### src/rtl/mux_rr_arbiter_pkg.sv
// Shared definitions for the 4-way round-robin mux arbiter.
package mux_rr_arbiter_pkg;

    localparam int unsigned N_REQ = 4;
    localparam int unsigned IDX_W = 2;
    localparam int unsigned CNT_W = 8;

    localparam logic ST_IDLE  = 1'b0;
    localparam logic ST_GRANT = 1'b1;

    typedef struct packed {
        logic             valid;
        logic [IDX_W-1:0] idx;
    } pick_t;

    // LSB position of requester idx's word on the flattened In bus.
    function automatic int unsigned slice_lsb(input logic [IDX_W-1:0] idx,
                                              input int unsigned       w);
        return 32'(idx) * w;
    endfunction

    // One-hot decode of a requester index.
    function automatic logic [N_REQ-1:0] onehot4(input logic [IDX_W-1:0] idx);
        return N_REQ'(1) << idx;
    endfunction

    // First set request scanning circularly from ptr; the pointer position wins ties.
    function automatic pick_t pick_rr(input logic [N_REQ-1:0] req,
                                      input logic [IDX_W-1:0] ptr);
        pick_t            r;
        logic [IDX_W-1:0] idx;
        r.valid = 1'b0;
        r.idx   = '0;
        // Walk from the farthest offset down so the nearest hit is written last.
        for (int k = N_REQ - 1; k >= 0; k--) begin
            idx = ptr + IDX_W'(k);
            if (req[idx]) begin
                r.valid = 1'b1;
                r.idx   = idx;
            end
        end
        return r;
    endfunction

endpackage

### src/rtl/mux_rr_arbiter_mux.sv
// DATA_W-wide 4:1 bus mux; output forced to zero when not enabled.
module mux_4to1_bus
    import mux_rr_arbiter_pkg::*;
#(
    parameter int unsigned DATA_W = 8
) (
    input  logic [N_REQ*DATA_W-1:0] in_i,
    input  logic [IDX_W-1:0]        sel_i,
    input  logic                    en_i,
    output logic [DATA_W-1:0]       out_o
);

    // Select the addressed word, gated by the enable.
    always_comb begin
        out_o = '0;
        if (en_i) begin
            out_o = in_i[slice_lsb(sel_i, DATA_W) +: DATA_W];
        end
    end

endmodule

### src/rtl/mux_rr_arbiter.sv
// Round-robin arbiter sharing one DATA_W channel among four requesters
// by steering the select of a 4:1 datapath mux, with bounded bursts.
module mux_rr_arbiter
    import mux_rr_arbiter_pkg::*;
#(
    parameter int unsigned DATA_W    = 8,
    parameter int unsigned MAX_BURST = 4
) (
    input  logic                    Clk,
    input  logic                    Rst_n,
    input  logic [N_REQ-1:0]        Req,
    input  logic [N_REQ*DATA_W-1:0] In,
    output logic [N_REQ-1:0]        Ack,
    output logic [DATA_W-1:0]       Out,
    output logic                    Out_Valid,
    input  logic                    Out_Ready,
    output logic [N_REQ-1:0]        Grant,
    output logic [IDX_W-1:0]        S,
    output logic                    Busy
);

    logic             state_q, state_d;
    logic [N_REQ-1:0] grant_q, grant_d;
    logic [IDX_W-1:0] s_q,     s_d;
    logic [IDX_W-1:0] ptr_q,   ptr_d;
    logic [CNT_W-1:0] cnt_q,   cnt_d;

    logic             busy_c;
    logic             valid_c;
    logic             xfer_c;
    logic             last_beat_c;
    logic             release_c;
    logic [IDX_W-1:0] ptr_rel_c;
    pick_t            pick_now_c;
    pick_t            pick_rel_c;

    assign busy_c      = (state_q == ST_GRANT);
    assign valid_c     = busy_c & Req[s_q];
    assign xfer_c      = valid_c & Out_Ready;
    assign last_beat_c = (cnt_q == CNT_W'(MAX_BURST - 1));
    // A withdrawn request releases immediately; otherwise the final beat of a burst does.
    assign release_c   = busy_c & ((xfer_c & last_beat_c) | ~Req[s_q]);
    assign ptr_rel_c   = s_q + IDX_W'(1);
    assign pick_now_c  = pick_rr(Req, ptr_q);
    assign pick_rel_c  = pick_rr(Req, ptr_rel_c);

    // State register: FSM state, grant/select, priority pointer and beat count.
    always_ff @(posedge Clk or negedge Rst_n) begin
        if (!Rst_n) begin
            state_q <= ST_IDLE;
            grant_q <= '0;
            s_q     <= '0;
            ptr_q   <= '0;
            cnt_q   <= '0;
        end else begin
            state_q <= state_d;
            grant_q <= grant_d;
            s_q     <= s_d;
            ptr_q   <= ptr_d;
            cnt_q   <= cnt_d;
        end
    end

    // Next-state logic: arbitrate from IDLE, count beats and rotate on release.
    always_comb begin
        state_d = state_q;
        grant_d = grant_q;
        s_d     = s_q;
        ptr_d   = ptr_q;
        cnt_d   = cnt_q;
        case (state_q)
            ST_IDLE: begin
                if (pick_now_c.valid) begin
                    state_d = ST_GRANT;
                    s_d     = pick_now_c.idx;
                    grant_d = onehot4(pick_now_c.idx);
                end
            end
            ST_GRANT: begin
                if (release_c) begin
                    ptr_d = ptr_rel_c;
                    cnt_d = '0;
                    // Hand straight to the next winner so there is no idle bubble.
                    if (pick_rel_c.valid) begin
                        s_d     = pick_rel_c.idx;
                        grant_d = onehot4(pick_rel_c.idx);
                    end else begin
                        state_d = ST_IDLE;
                        s_d     = '0;
                        grant_d = '0;
                    end
                end else if (xfer_c) begin
                    cnt_d = cnt_q + CNT_W'(1);
                end
            end
            default: begin
                state_d = ST_IDLE;
                grant_d = '0;
                s_d     = '0;
            end
        endcase
    end

    // Output logic: handshake signals only exist while a grant is held.
    always_comb begin
        Out_Valid = 1'b0;
        Ack       = '0;
        if (busy_c) begin
            Out_Valid = valid_c;
            if (xfer_c) begin
                Ack = onehot4(s_q);
            end
        end
    end

    assign Grant = grant_q;
    assign S     = s_q;
    assign Busy  = busy_c;

    mux_4to1_bus #(
        .DATA_W (DATA_W)
    ) u_mux (
        .in_i  (In),
        .sel_i (s_q),
        .en_i  (busy_c),
        .out_o (Out)
    );

endmodule

### config.mk
export PLATFORM = sky130hd
export DESIGN_NAME = mux_rr_arbiter
export DESIGN_NICKNAME = d
export VERILOG_FILES = /design/src/rtl/mux_rr_arbiter_pkg.sv /design/src/rtl/mux_rr_arbiter_mux.sv /design/src/rtl/mux_rr_arbiter.sv
export SDC_FILE = /design/constraint.sdc
export NUM_CORES = 1
export LEC_CHECK = 0
export CORE_UTILIZATION = 45
export CTS_CLUSTER_DIAMETER = 150
export DETAILED_ROUTE_END_ITERATION = 8
export PLACE_DENSITY = 0.94
export SYNTH_ARGS = -nofsm -noshare
export SYNTH_HDL_FRONTEND = slang
export SYNTH_SLANG_ARGS = --single-unit
### constraint.sdc
create_clock -name Clk -period 4.6 [get_ports Clk]
set_clock_uncertainty 0.1 [all_clocks]
set_input_delay 0.92 -clock Clk [delete_from_list [all_inputs] [get_ports Clk]]
set_output_delay 0.92 -clock Clk [all_outputs]
set_load 0.005 [all_outputs]
Word-level counts from Yosys, hierarchy flattened
Cells that the tools add are included.
Widths: inputs -> output; s select.

word-level totals
  output and inout bits = 20
  bits of input ports = 39
  register bits = 17

cells by class
  equal/unequal tests = 3
  add/subtract/negate cells = 8
  reductions and logical operators = 4
  shifts and indexed selects = 4
  muxes and demuxes = 44
  $lt $le $gt $ge = 9
  bitwise operators = 7

operators by type and width
  kind                 count
  $shiftx 32x6->8      1
  $lt 2x3->1 const B   9
  $mux 3               8
  $mux 8               3
  $mux 4               5
  $bmux 1 s2           9
  $mux 1               13
  $shl 1x2->4 const A  3
  $add 2x2->2 const B  4
  $add 8x1->8 const B  1
  $eq 8x2->1 const B   1
  $pmux 4 s2           1
  $add 2x1->2 const B  3
  $mux 2               3
  $reduce_and 2->1     3
  $and 1x1->1          4
  $pmux 2 s2           1
  $ne 2x1->1 const B   1
  $ne 2x2->1 const B   1
  $not 1->1            2
  $pmux 1 s2           1
  $reduce_bool 2->1    1
  $or 1x1->1           1

Longest topological paths before layout
  word-level depth = 12
  mapped depth = 9
  gate-level depth less buffers = 7

Modules after synthesis
A second synthesis with hierarchy kept.

second synthesis, totals
  cells, all modules = 146
  area, all modules = 1368.8 um2

by module, submodules not included
  module          sequential area each (um2)  instances  cells each  area an instance (um2)
  mux_rr_arbiter  425.4                       1          117         1113.6
  mux_4to1_bus    0.0                         1          29          255.2

Worst setup path before layout
OpenSTA, ideal clock, no wires.

  path type = input to output
  from = in Req[3]
  to = out Ack[0]
  required time = 3.580 ns
  buffers on the path = 1
  arrival = 1.880 ns
  cell stages on the path = 4
  path slack = 1.700 ns
  path through = mux4_2 -> and3_4 -> buf_6 -> and2_1

on the way
  cells in the longest elaborated chain, start to end = 6

RTL lines
  element                       RTL line               source
  from (decl)                   mux_rr_arbiter.sv:11   input logic [N_REQ-1:0] Req,
  $bmux 1 s2                    mux_rr_arbiter.sv:38   assign valid_c = busy_c & Req[s_q];
  $mux 1 (implied by the code)  mux_rr_arbiter.sv:38
  $and 1x1->1                   mux_rr_arbiter.sv:38
  $and 1x1->1                   mux_rr_arbiter.sv:39   assign xfer_c = valid_c & Out_Ready;
  $mux 4                        mux_rr_arbiter.sv:110  if (xfer_c) begin
  $mux 4                        mux_rr_arbiter.sv:108  if (busy_c) begin
  to (decl)                     mux_rr_arbiter.sv:13   output logic [N_REQ-1:0] Ack,

Every way passes these cells. The select of a mux whose other input is x is not followed.

Worst setup path after layout
  from = in Req[2]
  to = out Ack[2]

Same word-level chain as after synthesis.

==> results.txt <==
----------------------------------------------------
[Status]
  Outcome ... completed

[Cells and area]
  Share of post-route cells with drive strength above 1 ... 8.33%
  Fillers ... approximately 200
  Syn-to-layout area delta ... 45.9%
  Area of all sequential standard cells ... 425 um^2
  Net total in the final layout ... about 240
  Final standard cell utilization of the core ... 69.6%
  Area of combinational cells with multiple inputs ... 825 um^2
  Number of diodes ... 0

[Global route]
  Initial antenna violation count ... 0
  Global-route wire length before repair ... 5.72 mm
  Grt total ovfl ... 0
  Number of global-route vias before repair ... 1307
  Pin count of the biggest net entering global routing ... 19
  GRT Overall Usage ... 23.3%

[Synthesis]
  Sequential element share of the synthesized area ... between 30% and 40%
  Count of state elements after synthesis ... 17
  Synth Flop Type ... sky130_fd_sc_hd__dfrtp_1
  Yosys warning count ... 0
  Synth cell types ... 37
  Mean post-synth cell area ... 9.67 um^2
  Cell count after synthesis ... 136
  Commonest cells in the netlist ... sky130_fd_sc_hd__dfrtp_1, sky130_fd_sc_hd__nor2_1, sky130_fd_sc_hd__a21oi_1, sky130_fd_sc_hd__and2_1
  Cell type contributing the most total cell area after synthesis ... sky130_fd_sc_hd__dfrtp_1
  Number of nets in the synthesized netlist ... 180
  Synth Cell Area ... 0.00132 mm^2
  Top cells by area, synth ... sky130_fd_sc_hd__dfrtp_1, sky130_fd_sc_hd__mux4_2, sky130_fd_sc_hd__and2_1
  Area share of the leading cell type in the synthesized netlist ... 32.4%
  Share of async-settable or async-resettable flops after synthesis ... 100%
  Number of synthesized flops with an enable pin ... 0

[Power]
  Worst IR Drop VDD ... 0.474 mV
  Total power density per cell area ... 486 mW/mm^2
  Total power ... 933 uW
  Combinational share of power ... around 62%
  Switching part of the total power ... 36.9%
  Sequential group share of total power ... 29.6%
  Leakage ... 0.785 nW
  Clock network power share ... 8.1%
  Int Power ... 589 uW
  Switching component of the power ... roughly 340 uW

[Floorplanning]
  Top-Level Pins ... 59
  Core area ... 0.00276 mm^2
  Effective utilization at floorplan ... 47.7%
  Die X-Extent ... roughly 56 um
  DIE AREA ... between 0.003 and 0.004 mm^2
  Core Rows ... 19
  Die H ... 56.1 um

[Place]
  HPWL after DPL ... 2.78 mm
  Number of buffers added on ports ... 58
  Placer congestion estimate ... 0.873

[Clock network]
  Total CTS buffers ... 3
  Clock tree root buffer cell ... sky130_fd_sc_hd__clkbuf_4
  Count of buffers added by post-CTS timing repair for setup ... 0
  Clk sinks ... 17
  Quantity of gates resized following cts ... 0
  CTS clk-pin slew, worst paths ... approximately 0.09 ns
  Clock insertion delay at the later pin of the skew report ... approximately 0.28 ns
  Buffer levels on the longest clock path ... 2
  Cts hold-fix bufs ... 0
  Clock H-tree levels ... 1
  TritonCTS clock tree ... yes

[Timing]
  Actual slew at the worst max-slew pin ... 0.854 ns
  Number of failing hold endpoints at the final stage ... 0
  Highest achievable clock rate ... 258 MHz
  Final TNS setup ... 0 ns
  Worst slew margin relative to its limit ... 43.1%
  Time the worst path needs with I/O delays and setup ... 3.87 ns
  Final slew viol count ... 0
  Final setup vio count ... 0
  Final worst path period share ... 84.2%
  Setup repair after global routing missed its margin ... no

[Route]
  Count of unresolved DRC violations after routing ... 0
  Final antenna-violating net count ... 0
  Routed wire length ... 3.55 mm
  DRT iter0 DRCs ... 62
  Via count ... approximately 1300
  Number of search-and-repair iterations in the first detailed-routing pass ... 5
  Routed len/inst ... ~16 um
  Mean number of vias per cell ... 5.97

[Worst setup path]
  Kind of launch point of the worst setup path ... input port
  Reg-to-reg startpoint ... S[0]$_DFFE_PN0P_
  Data arrival time of the worst path ... 2.85 ns
  CP Class ... input port to output port
  Sort of element at the end of the critical path ... output port
  Required time at the worst-slack endpoint ... between 3 and 4 ns
  Capturing point of the worst reg2reg path ... ptr_q[1]$_DFFE_PN0P_
  Maximum net fanout on the critical path ... 11
  Flop2flop setup slack ... 1.79 ns
  Register-to-Register Path Depth ... 3

[Min path]
  Source of the worst hold timing path ... Grant[3]$_DFFE_PN0P_
  Destination of the worst hold path ... Grant[3]$_DFFE_PN0P_
  Worst hold path stage count ... 2
  Tightest Hold Check Type ... flip-flop to flip-flop

[Flow run]
  Max-cap violations ... 0

----------------------------------------------------
## power by group through the flow
stage / registers (mW) / clock network, mW / logic (mW)
floorplan: 0.231 / 0 / 0.392
global placement: 0.276 / 0 / 0.562
detailed placement: 0.280 / 0 / 0.581
CTS: 0.278 / 0.0804 / 0.585
global route: 0.289 / 0.0865 / 0.633
finish: 0.276 / 0.0758 / 0.581
## registers in the layout, indices dropped and copies added (netlist names)
signal	flops
S	2
cnt_q	8
Grant	4
ptr_q	2
Busy	1
## kinds of logic after synthesis
family	share of synthesized area (%)
xor+xnor	4.00
buf+inv	4.95
simple gates	23.9
flops	32.4
mux	17.0
compound gates	13.0
fa+ha+maj	4.76
## critical path, stage by stage
cell and delay, ns:
sky130_fd_sc_hd__clkdlybuf4s50_1 0.52, sky130_fd_sc_hd__mux4_2 0.55, sky130_fd_sc_hd__and3_4 0.25, sky130_fd_sc_hd__and2_1 0.16
sky130_fd_sc_hd__clkdlybuf4s50_1 0.44
## final cells by class
type,instances,area share [%]
Timing Repair Buffer,59,30.7
Inverter,4,0.783
Multi-Input combinational cell,108,43.0
Sequential cell,17,22.2
Tap cell,31,2.02
Clock buffer,4,1.37
## cells in the final DEF (no fill, tap or decap), drive strengths merged, types with 2 or more instances in the layout
| master | instances |
|---|---|
| clkdlybuf4s50 | 58 |
| dfrtp | 17 |
| nor2 | 17 |
| and2 | 14 |
| a21oi | 14 |
| mux4 | 9 |
| nand2 | 9 |
| xor2 | 5 |
| ha | 5 |
| inv | 4 |
| nand2b | 4 |
| clkbuf | 4 |
| nand4 | 3 |
| and3 | 3 |
| nor4 | 2 |
| a31oi | 2 |
| or3 | 2 |
| o32a | 2 |
| a32oi | 2 |
## worst max-delay path by stage
stage               startpoint      to  slack, ns  cells past startpoint
finish                  Req[2]  Ack[2]       0.73                      5
global route            Req[2]  Ack[2]       0.65                      5
CTS                     Req[2]  Ack[2]       0.73                      5
detailed placement      Req[2]  Ack[2]       0.73                      5
global placement        Req[2]  Ack[2]       0.77                      5
floorplan               Req[3]  Ack[0]       1.70                      4
## through the flow
step                area (um^2)  setup slack [ns]  cells  hold WS, ns
floorplan                  1320              1.70    136        0.405
global placement           1890             0.771    219        0.421
detailed placement         1890             0.726    219        0.420
CTS                        1920             0.732    223        0.457
global route               1920             0.652    223        0.482
finish                     1920             0.727    223        0.452
## routing by layer
layer  GRT usage (%)  up-vias  share of wire [%]
met4            7.67        0               0.85
li1                -      607                  -
met1            27.3      625                 39
met2            40.8       93                 50
met3            6.74        6                9.8
met5               0        -                  0
No activity file was read; power rests on OpenSTA's default activity.
